**src/rtl/button_conditioner.sv**
```systemverilog
// -----------------------------------------------------------------------------
// button_conditioner
//
// Multi-channel push-button front end for the RPN calculator. Each channel
// turns a raw, bouncing, asynchronous button level into a clean debounced
// level plus single-cycle press/release pulses for the control FSM
// (ch0 = Enter, ch1 = Undo; btn_press drives EnterPulse/Undo).
//
// Per channel:
//   btn_in -> sync1 -> sync2 (2-FF synchronizer)
//   sync2  -> 4-state debounce FSM (LOW / CHK_HIGH / HIGH / CHK_LOW)
//   A new level is accepted only after N_DEBOUNCER consecutive identical
//   synchronized samples; any shorter excursion returns to the prior state.
//
// Parameters:
//   N_CH         number of independent button channels
//   N_DEBOUNCER  identical samples needed to accept a new level (>= 2)
//
// Ports:
//   clk          system clock, all state updates on the rising edge
//   reset        synchronous reset, active-low (0 = reset)
//   btn_in       raw asynchronous button levels, 1 = pressed
//   btn_level    debounced level per channel (registered)
//   btn_press    one-cycle pulse on an accepted 0->1 transition (registered)
//   btn_release  one-cycle pulse on an accepted 1->0 transition (registered)
// -----------------------------------------------------------------------------
module button_conditioner #(
  parameter int N_CH        = 2,
  parameter int N_DEBOUNCER = 10
) (
  input  logic            clk,
  input  logic            reset,
  input  logic [N_CH-1:0] btn_in,
  output logic [N_CH-1:0] btn_level,
  output logic [N_CH-1:0] btn_press,
  output logic [N_CH-1:0] btn_release
);

  // Counter only has to reach N_DEBOUNCER-1, so this width can never wrap.
  localparam int CW = $clog2(N_DEBOUNCER + 1);
  localparam logic [CW-1:0] CNT_ZERO = '0;
  localparam logic [CW-1:0] CNT_ONE  = CW'(1);
  localparam logic [CW-1:0] CNT_LAST = CW'(N_DEBOUNCER - 1);

  typedef enum logic [1:0] {
    ST_LOW      = 2'd0,
    ST_CHK_HIGH = 2'd1,
    ST_HIGH     = 2'd2,
    ST_CHK_LOW  = 2'd3
  } state_t;

  // Two-flop synchronizer for all channels. Only sync2_q is ever looked at
  // by the debounce logic; sync1_q exists purely to let metastability settle.
  logic [N_CH-1:0] sync1_q;
  logic [N_CH-1:0] sync2_q;

  always_ff @(posedge clk) begin
    if (!reset) begin
      sync1_q <= '0;
      sync2_q <= '0;
    end else begin
      sync1_q <= btn_in;
      sync2_q <= sync1_q;
    end
  end

  // One independent debounce FSM per channel.
  for (genvar g = 0; g < N_CH; g++) begin : g_ch

    state_t          state_q;
    logic [CW-1:0]   cnt_q;
    logic [CW-1:0]   cnt_inc_d;
    logic            cnt_last;
    logic            level_q;
    logic            press_q;
    logic            release_q;
    logic            sample;

    assign sample    = sync2_q[g];
    assign cnt_inc_d = cnt_q + CNT_ONE;
    assign cnt_last  = (cnt_q == CNT_LAST);

    // Debounce FSM with registered outputs. The pulses default low every
    // cycle, so they only ever last the single cycle after an accepting edge,
    // and press/release come from mutually exclusive branches so they can
    // never be high together. Reset takes priority over every transition.
    always_ff @(posedge clk) begin
      if (!reset) begin
        state_q   <= ST_LOW;
        cnt_q     <= CNT_ZERO;
        level_q   <= 1'b0;
        press_q   <= 1'b0;
        release_q <= 1'b0;
      end else begin
        press_q   <= 1'b0;
        release_q <= 1'b0;
        unique case (state_q)
          ST_LOW: begin
            if (sample) begin
              state_q <= ST_CHK_HIGH;
              cnt_q   <= CNT_ONE;
            end else begin
              cnt_q   <= CNT_ZERO;
            end
          end

          // A single low sample aborts qualification and discards the count.
          ST_CHK_HIGH: begin
            if (!sample) begin
              state_q <= ST_LOW;
              cnt_q   <= CNT_ZERO;
            end else if (cnt_last) begin
              state_q <= ST_HIGH;
              cnt_q   <= CNT_ZERO;
              level_q <= 1'b1;
              press_q <= 1'b1;
            end else begin
              cnt_q   <= cnt_inc_d;
            end
          end

          // Held button: stay here forever, no auto-repeat.
          ST_HIGH: begin
            if (!sample) begin
              state_q <= ST_CHK_LOW;
              cnt_q   <= CNT_ONE;
            end else begin
              cnt_q   <= CNT_ZERO;
            end
          end

          ST_CHK_LOW: begin
            if (sample) begin
              state_q   <= ST_HIGH;
              cnt_q     <= CNT_ZERO;
            end else if (cnt_last) begin
              state_q   <= ST_LOW;
              cnt_q     <= CNT_ZERO;
              level_q   <= 1'b0;
              release_q <= 1'b1;
            end else begin
              cnt_q     <= cnt_inc_d;
            end
          end

          default: begin
            state_q <= ST_LOW;
            cnt_q   <= CNT_ZERO;
          end
        endcase
      end
    end

    assign btn_level[g]   = level_q;
    assign btn_press[g]   = press_q;
    assign btn_release[g] = release_q;
  end

endmodule

```
**config.mk**
```make
export PLATFORM = sky130hd
export DESIGN_NAME = button_conditioner
export DESIGN_NICKNAME = d
export VERILOG_FILES = /design/src/rtl/button_conditioner.sv
export SDC_FILE = /design/constraint.sdc
export NUM_CORES = 1
export LEC_CHECK = 0
export BUFFER_PORTS_ARGS = -buffer_cell sky130_fd_sc_hd__buf_2
export CAP_MARGIN = 0
export CORE_UTILIZATION = 45
export DETAILED_ROUTE_END_ITERATION = 6
export PLACE_DENSITY = 0.64
export SETUP_SLACK_MARGIN = 0.05
export SYNTH_ARGS = -nofsm -noshare
export SYNTH_HDL_FRONTEND = slang
export SYNTH_SLANG_ARGS = --single-unit
```
**constraint.sdc**
```tcl
create_clock -name clk -period 2.3 [get_ports clk]
set_input_delay 0.23 -clock clk [delete_from_list [all_inputs] [get_ports clk]]
set_output_delay 0.23 -clock clk [all_outputs]
set_load 0.005 [all_outputs]
```
==> results.json, run 1 <==
{
  "status": "completed",
  "power.share.clock": 0.324,
  "clockRootBuffer": "clkbuf_4",
  "synth_flop_cell": "dfxtp_1",
  "num_vias": 625,
  "coreArea_um2": 1820,
  "maxCapViolations": 0,
  "required_ns": 2.50,
  "yosysSeqAreaShare": 0.483,
  "power.internal_uw": 497,
  "post-cts-setup-buffer-count": 0,
  "die_h_um": 47.0,
  "whs_ns": 0.137,
  "synth_area_leaders": "dfxtp_1 48%, ha_1 5.5%, buf_4 4.9%, nand2_1 4.1%, nand3_1 3.3%",
  "yosysWarnings": 0,
  "setup_tns_ns": 0,
  "grt_max_degree": 13,
  "slew_viol_final": 0,
  "dieWidth_um": 47.0,
  "switchingPower_uw": 121,
  "layout-drive-gt1-share": 0.147,
  "grt_usage": 0.159,
  "hold_viol_final": 0,
  "slew_headroom": 0.816,
  "wl_mm": 1.31,
  "hold_path_class": "in -> reg",
  "multi_input_area_um2": 385,
  "antenna_cells": 0,
  "synth_top_area_cell": "dfxtp_1",
  "viasPerCell": 4.92,
  "nFillCells": 181,
  "cts.sinks": 22,
  "fin_cells": 127,
  "grt_overflow": 0,
  "seq_area_um2": 440,
  "p_leak_nw": 0.387,
  "synth_area_um2": 912,
  "setup_violations": 0,
  "avgSynthCellArea_um2": 9.40,
  "rsz0062_at_grt": "no",
  "pwr-share-comb": 0.036,
  "cp-end-kind": "flip-flop",
  "syn_to_final_growth_pct": 5.76,
  "synth-seq-cells": 22,
  "pre_cts_ws_ns": 1.01,
  "timing.final.crit_share": 0.571,
  "rows": 15,
  "yosys.cell_count.top_type": "dfxtp_1",
  "antenna_found_initial": 0,
  "die_area_um2": 2210,
  "placed_cells": 123,
  "ios": 10,
  "wl_per_cell_um": 10.3,
  "drc": 0,
  "p_sw_frac": 0.195,
  "cts_made_buffers": 3,
  "finalWorstPathRequiredPeriod_ns": 1.31,
  "htreeDepth": 1,
  "clk_latency_ns": 0.29,
  "nNetsFinal": 111,
  "synth_edf_count": 0,
  "hpwl_mm": 1.01,
  "grt_pass1_wl_mm": 2.42,
  "worst_pin_slew_ns": 0.275,
  "synth_top_area_share": 0.483,
  "vdd_drop_max_v": 0.000453,
  "ys_top_cells_by_count": "22 x dfxtp_1, 10 x nand2_1, 7 x inv_1, 6 x buf_4, 6 x nand3_1",
  "clkTransAtPathRegs_ns": 0.11,
  "place_congestion": 0.822,
  "setup.worst_path.class": "reg -> reg",
  "synth.distinct_cells": 29,
  "portBuffers": 9,
  "crit_arrival_ns": 1.51,
  "drtPass1Iterations": 4,
  "drt_iter0_drc": 6,
  "cp_max_fo": 5,
  "ys_async_sr_fraction": 0,
  "ant_nets": 0,
  "start_util": 0.501,
  "grt_pass1_vias": 571,
  "cts_tree": "yes",
  "seq_power_share": 0.641,
  "synth_cells": 97,
  "cts_buffer_depth": 2,
  "startpoint_type": "flip-flop",
  "cts.repair.resized": 0,
  "r2r_slack_ns": 0.99,
  "fin_skew_ns": 0.00527,
  "synth_nets": 105,
  "setup_ws_ns": 0.986,
  "powerDensity_nw_per_um2": 640,
  "fmax_ghz": 0.761,
  "hold_buffers": 0
}
-- metrics by stage --
step	instance area, µm²	util	power, mW
after floorplan	912	-	0.422
after global placement	928	0.510	0.426
after detailed placement	928	0.510	0.427
after CTS	965	0.530	0.632
after global routing	965	0.530	0.654
final	965	0.530	0.617
-- registers in the layout (all words and copies together), names as in the netlist, named ones only --
signal          count
g_ch.cnt_q          8
g_ch.level_q        2
g_ch.press_q        2
g_ch.release_q      2
g_ch.state_q        2
sync1_q             2
sync2_q             2
-- cells in the final DEF, fill, tap and decap left out, drive strengths merged, types with 3 or more instances in the layout --
| cell type | instances |
|---|---|
| inv | 7 |
| and3 | 3 |
| dfxtp | 22 |
| nand3 | 6 |
| buf | 9 |
| nor2 | 3 |
| clkbuf | 4 |
| a31oi | 3 |
| a21oi | 5 |
| and2 | 4 |
| ha | 4 |
| nand2 | 10 |
-- per-layer routing --
| layer | vias to the layer above | share of wire | GRT usage |
|---|---|---|---|
| met3 | 2 | 0.044 | 0.0692 |
| met2 | 17 | 0.42 | 0.236 |
| met5 | - | 0 | 0 |
| met4 | 0 | 0.011 | 0.0514 |
| li1 | 333 | - | - |
| met1 | 273 | 0.52 | 0.208 |
-- power groups by stage --
stage	Clock, mW	Sequential [mW]	Combinational [mW]
finish	0.200	0.395	0.0220
global route	0.230	0.397	0.0265
CTS	0.214	0.396	0.0224
detailed placement	0	0.404	0.0224
global placement	0	0.404	0.0221
floorplan	0	0.403	0.0189
-- cells by family after synthesis --
| kind of cell | Yosys count | share of synthesized area |
|---|---|---|
| flops | 22 | 0.483 |
| compound gates | 12 | 0.0768 |
| simple gates | 40 | 0.250 |
| fa+ha+maj | 4 | 0.0549 |
| mux | 2 | 0.0219 |
| buf+inv | 15 | 0.0946 |
| xor+xnor | 2 | 0.0192 |
-- worst max-delay path, stage by stage (launching register included) --
cell      delay [ns]
dfxtp_1         0.42
ha_1            0.24
nand4b_1        0.19
and3_1          0.25
a21boi_1        0.12
-- worst paths after layout --
path                    startpoint          endpoint  cells after the start
setup / recovery  g_ch[0].cnt_q[0]  g_ch[0].cnt_q[0]                      4
setup reg to reg  g_ch[0].cnt_q[0]  g_ch[0].cnt_q[0]                      4
hold reg to reg         sync1_q[0]        sync2_q[0]                      1
hold / removal           btn_in[1]        sync1_q[1]                      2
-- final cells by class --
cell class / instances / share of cell area
sequential: 22 / 0.457
multi-input combinational: 60 / 0.399
inverter: 7 / 0.0272
timing repair buffer: 9 / 0.0467
clock buffer: 4 / 0.0376
tap: 25 / 0.0324
(Power assumes the default switching activity.)
==> run 2, diff against run 1 <==
clock period = 1.24 ns   (was 2.3 ns; I/O delays follow)
==> run 2 against run 1 <==
Compared with the run above: count of clock-buffer cells in the layout did not move; clock power grew 98%; clock skew is 0.0011 ns lower; first-iteration DRC count grew to 3.3 times the previous value; global-route usage rose by 0.74 points; non-clock buffer count rose by 6; combinational power grew 130%; cell count is 4.7% higher; hold slack got worse by 0.12 ns; register-to-register slack got worse by 0.94 ns; critical path depth is 1 higher; sequential share of layout area fell by 2.8 points; critical path type unchanged; highest routed layer unchanged.
==> results.json, run 2 (synthesis results as in run 1) <==
{
  "setup_violations": 0,
  "die_area_um2": 2210,
  "worst_pin_slew_ns": 0.254,
  "drtPass1Iterations": 4,
  "hold_viol_final": 0,
  "grt_usage": 0.167,
  "grt_pass1_wl_mm": 2.54,
  "layout-drive-gt1-share": 0.306,
  "setup_tns_ns": 0,
  "coreArea_um2": 1820,
  "die_h_um": 47.0,
  "portBuffers": 9,
  "p_leak_nw": 0.420,
  "slew_headroom": 0.831,
  "slowest_delay_ns": 0.35,
  "grt_max_degree": 13,
  "nFillCells": 171,
  "htreeDepth": 1,
  "syn_to_final_growth_pct": 14.7,
  "powerDensity_nw_per_um2": 1130,
  "ios": 10,
  "drt_iter0_drc": 20,
  "wl_mm": 1.55,
  "layout_common_cells": "16 x dfxtp_1, 10 x nand2_1, 9 x buf_2",
  "setup.worst_path.class": "reg -> reg",
  "antenna_cells": 0,
  "crit_arrival_ns": 1.39,
  "cts_made_buffers": 3,
  "finalWorstPathRequiredPeriod_ns": 1.19,
  "fmax_ghz": 0.840,
  "viasPerCell": 5.00,
  "maxCapViolations": 0,
  "antenna_found_initial": 0,
  "slew_viol_final": 0,
  "cp_max_fo": 5,
  "final_common_cell": "dfxtp_1",
  "whs_ns": 0.0133,
  "dieWidth_um": 47.0,
  "largest_reg_flops": 8,
  "rows": 15,
  "timing.final.crit_share": 0.960,
  "num_vias": 665,
  "critPathSlowestCell": "dfxtp_2",
  "grt_overflow": 0,
  "hold_buffers": 0,
  "cts.sinks": 22,
  "clockRootBuffer": "clkbuf_4",
  "hpwl_um": 984,
  "wl_per_cell_um": 11.7,
  "seq_area_um2": 448,
  "required_ns": 1.44,
  "cts_tree": "yes",
  "clkTransAtPathRegs_ns": 0.12,
  "drc": 0,
  "fin_skew_ns": 0.00413,
  "place_congestion": 0.777,
  "status": "completed",
  "hold_path_class": "in -> reg",
  "rsz0062_at_grt": "yes",
  "grt_pass1_vias": 569,
  "cts_buffer_depth": 2,
  "cp-end-kind": "flip-flop",
  "regMostFlops": "g_ch.cnt_q",
  "multi_input_area_um2": 414,
  "startpoint_type": "flip-flop",
  "vdd_drop_max_v": 0.000468,
  "path_cells": "inv_2 > ha_4 > and4b_2 > mux2i_1 > a21oi_1",
  "nNetsFinal": 117,
  "ant_nets": 0,
  "clk_latency_ns": 0.30,
  "start_util": 0.501
}
-- run 2: cell types whose count changed in the layout (fill, tap and decap cells not counted), moves of 2 or more --
| cell | previous run | this run |
|---|---|---|
| dfxtp_1 | 22 | 16 |
| ha_1 | 4 | 2 |
| dfxtp_2 | 0 | 6 |
| buf_4 | 0 | 6 |
-- run 2: path summary, 6_finish.rpt --
path / startpoint / endpoint / slack [ns] / cells past startpoint
worst max register to register: g_ch[1].cnt_q[1] / g_ch[1].level_q / 0.05 / 5
worst min register to register: sync1_q[0] / sync2_q[0] / 0.45 / 1
worst max-delay path: g_ch[1].cnt_q[1] / g_ch[1].level_q / 0.05 / 5
worst min-delay path: btn_in[1] / sync1_q[1] / 0.01 / 2
-- run 2: per-layer routing --
metal  routed length, µm  up-vias  track usage
li1                    -      343            -
met2                 727       17        0.258
met3                  49        4       0.0346
met1                 758      301        0.226
met4                  17        0       0.0686
met5                   0        -            0
-- run 2: power by group --
part | switching, mW | total, mW | internal, mW
Sequential | 0.0110 | 0.734 | 0.723
Clock | 0.218 | 0.397 | 0.179
Combinational | 0.0256 | 0.0504 | 0.0247
-- run 2: stage by stage --
stage,setup slack (ns),std cells,total power [mW],util,area (µm²)
2_1_floorplan,0.0532,97,0.782,-,916
3_3_place_gp,0.0230,127,0.793,0.529,962
3_5_place_dp,-0.0126,127,0.795,0.529,962
4_1_cts,0.0492,133,1.19,0.564,1030
5_1_grt,0.0149,133,1.24,0.575,1050
6_report,0.0500,133,1.18,0.575,1050
-- run 2: layout make-up --
cell class | instances | share of cell area
Clock buffer | 4 | 0.0347
Sequential cell | 22 | 0.428
Multi-Input combinational cell | 60 | 0.396
Tap cell | 25 | 0.0299
Timing Repair Buffer | 15 | 0.0861
Inverter | 7 | 0.0251
-- run 2: worst max-delay path, delay by kind of cell (launching register included) --
| family | cells | cell delay, ns |
|---|---|---|
| mux | 1 | 0.20 |
| flops | 1 | 0.35 |
| simple gates | 1 | 0.28 |
| buf+inv | 1 | 0.06 |
| fa+ha+maj | 1 | 0.12 |
| compound gates | 1 | 0.09 |
-- run 2: timing repair --
action | CTS | global route
hold endpoints to repair | 0 | 0
setup buffers | 2 | 0
pin swaps | 2 | 3
gates resized for setup | 4 | 7
endpoints found under the setup margin | 2 | 9
==> run 3, diff against run 2 <==
CORE_UTILIZATION = 54   (was 45)
PLACE_DENSITY = 0.74   (was 0.64)
==> run 3 against run 2 <==
Compared with the run above: register-to-register slack barely moved; power fell by 1.1%; flip-flop and latch count did not move; critical path type unchanged.
==> results.json, run 3 (synthesis results as in run 1) <==
{
  "ant_nets": 0,
  "die_h_um": 43.1,
  "layout_common_cells": "18 x dfxtp_1, 10 x nand2_1, 9 x buf_2",
  "rows": 14,
  "dieWidth_um": 43.1,
  "regMostFlops": "g_ch.cnt_q",
  "highest_layer": "met4",
  "worst_pin_slew_ns": 0.236,
  "vdd_drop_max_v": 0.000647,
  "crit_arrival_ns": 1.38,
  "wl_met2_um": 676,
  "cp-end-kind": "flip-flop",
  "hold_buffers": 0,
  "status": "completed",
  "antenna_found_initial": 0,
  "slew_headroom": 0.842,
  "cts_buffer_depth": 2,
  "drc": 0,
  "clkTransAtPathRegs_ns": 0.12,
  "final_core_util": 0.673,
  "p_leak_nw": 0.421,
  "portBuffers": 9,
  "hold_viol_final": 0,
  "antenna_cells": 0,
  "layout-drive-gt1-share": 0.278,
  "grt_max_degree": 13,
  "cts_made_buffers": 3,
  "largest_reg_flops": 8,
  "num_vias": 664,
  "setup_violations": 0,
  "setup_tns_ns": 0,
  "wl_mm": 1.49,
  "slowest_delay_ns": 0.34,
  "final_common_cell": "dfxtp_1",
  "hold_path_class": "in -> reg",
  "nNetsFinal": 117,
  "met3_wirelength_um": 62,
  "htreeDepth": 1,
  "grt_pass1_vias": 597,
  "drt_iter0_drc": 10,
  "m1WireLength_um": 712,
  "grt_usage": 0.181,
  "fin_skew_ns": 0.00497,
  "cts_tree": "yes",
  "place_congestion": 0.721,
  "rsz0062_at_grt": "yes",
  "startpoint_type": "flip-flop",
  "cts.sinks": 22,
  "start_util": 0.592,
  "finalWorstPathRequiredPeriod_ns": 1.19,
  "syn_to_final_growth_pct": 13.7,
  "timing.final.crit_share": 0.957,
  "powerDensity_nw_per_um2": 1130,
  "clk_latency_ns": 0.30,
  "drtPass1Iterations": 4,
  "hpwl_mm": 1.02,
  "crit_family": "flip-flops",
  "grt_pass1_wl_mm": 2.49,
  "coreArea_um2": 1540,
  "viasPerCell": 5.35,
  "fmax_ghz": 0.843,
  "required_ns": 1.44,
  "clockRootBuffer": "clkbuf_4",
  "cp_max_fo": 5,
  "wl_per_cell_um": 12.0,
  "grt_overflow": 0,
  "slew_viol_final": 0,
  "ios": 10,
  "setup.worst_path.class": "reg -> reg",
  "maxCapViolations": 0,
  "critPathSlowestCell": "dfxtp_2",
  "worst-path-buf-inv": 1,
  "path_cells": "inv_2 > ha_4 > and4b_2 > mux2i_1 > a21oi_1",
  "die_area_um2": 1860
}
## run 3: cell count changes in the layout (fill, tap and decap cells not counted)
cell / delta
ha_4: +1
nor4_2: -1
dfxtp_2: -2
dfxtp_1: +2
a311oi_2: -1
a311oi_1: +1
nor4_1: +1
xor2_1: -1
ha_2: -1
xor2_2: +1
## run 3: metrics by stage
step,area (µm²),worst slack [ns],cells,hold WS [ns],total power [mW]
6_report,1040,0.0533,124,0.0195,1.17
3_5_place_dp,951,-0.00257,118,0.335,0.795
2_1_floorplan,916,0.0532,97,0.251,0.782
4_1_cts,1010,0.0525,124,0.0162,1.18
5_1_grt,1040,-0.0106,124,0.0148,1.22
3_3_place_gp,951,0.0273,118,0.328,0.792
## run 3: final timing paths
kind | end | cells after the start | startpoint | slack [ns]
setup / recovery | g_ch[1].level_q | 5 | g_ch[1].cnt_q[1] | 0.05
setup reg to reg | g_ch[1].level_q | 5 | g_ch[1].cnt_q[1] | 0.05
hold / removal | sync1_q[0] | 2 | btn_in[0] | 0.02
hold reg to reg | sync2_q[1] | 1 | sync1_q[1] | 0.45
## run 3: timing repair
action	CTS	global route
resized for setup	4	5
pin swaps	2	2
endpoints found under the setup margin	2	7
buffers inserted	2	0
## run 3: metal layers
layer | GRT usage | vias to the layer above
met4 | 0.109 | 0
met3 | 0.0383 | 4
li1 | - | 345
met2 | 0.254 | 21
met5 | 0 | -
met1 | 0.253 | 294
## run 3: area by class of cell
type	count	area (µm²)
fillers	121	504
flip-flops and latches	22	445
multi-input cells	60	419
repair buffers	15	90.1
clock buffers	4	36.3
inverters	7	26.3
well taps	16	20.0
## run 3: power breakdown
group,total [mW],internal [mW],leakage (nW),switching [mW]
registers,0.735,0.723,0.180,0.0126
logic,0.0493,0.0253,0.220,0.0240
clock network,0.383,0.179,0.0210,0.204
total,1.17,0.927,0.421,0.241
## run 3: worst reg2reg max path, delay by kind of cell, from the launching register on
family | cells | cell delay [ns]
DFF | 1 | 0.34
and+or+nand+nor | 1 | 0.29
muxes | 1 | 0.20
adders and majority gates | 1 | 0.12
AOI/OAI and AO/OA | 1 | 0.08
buffers and inverters | 1 | 0.06
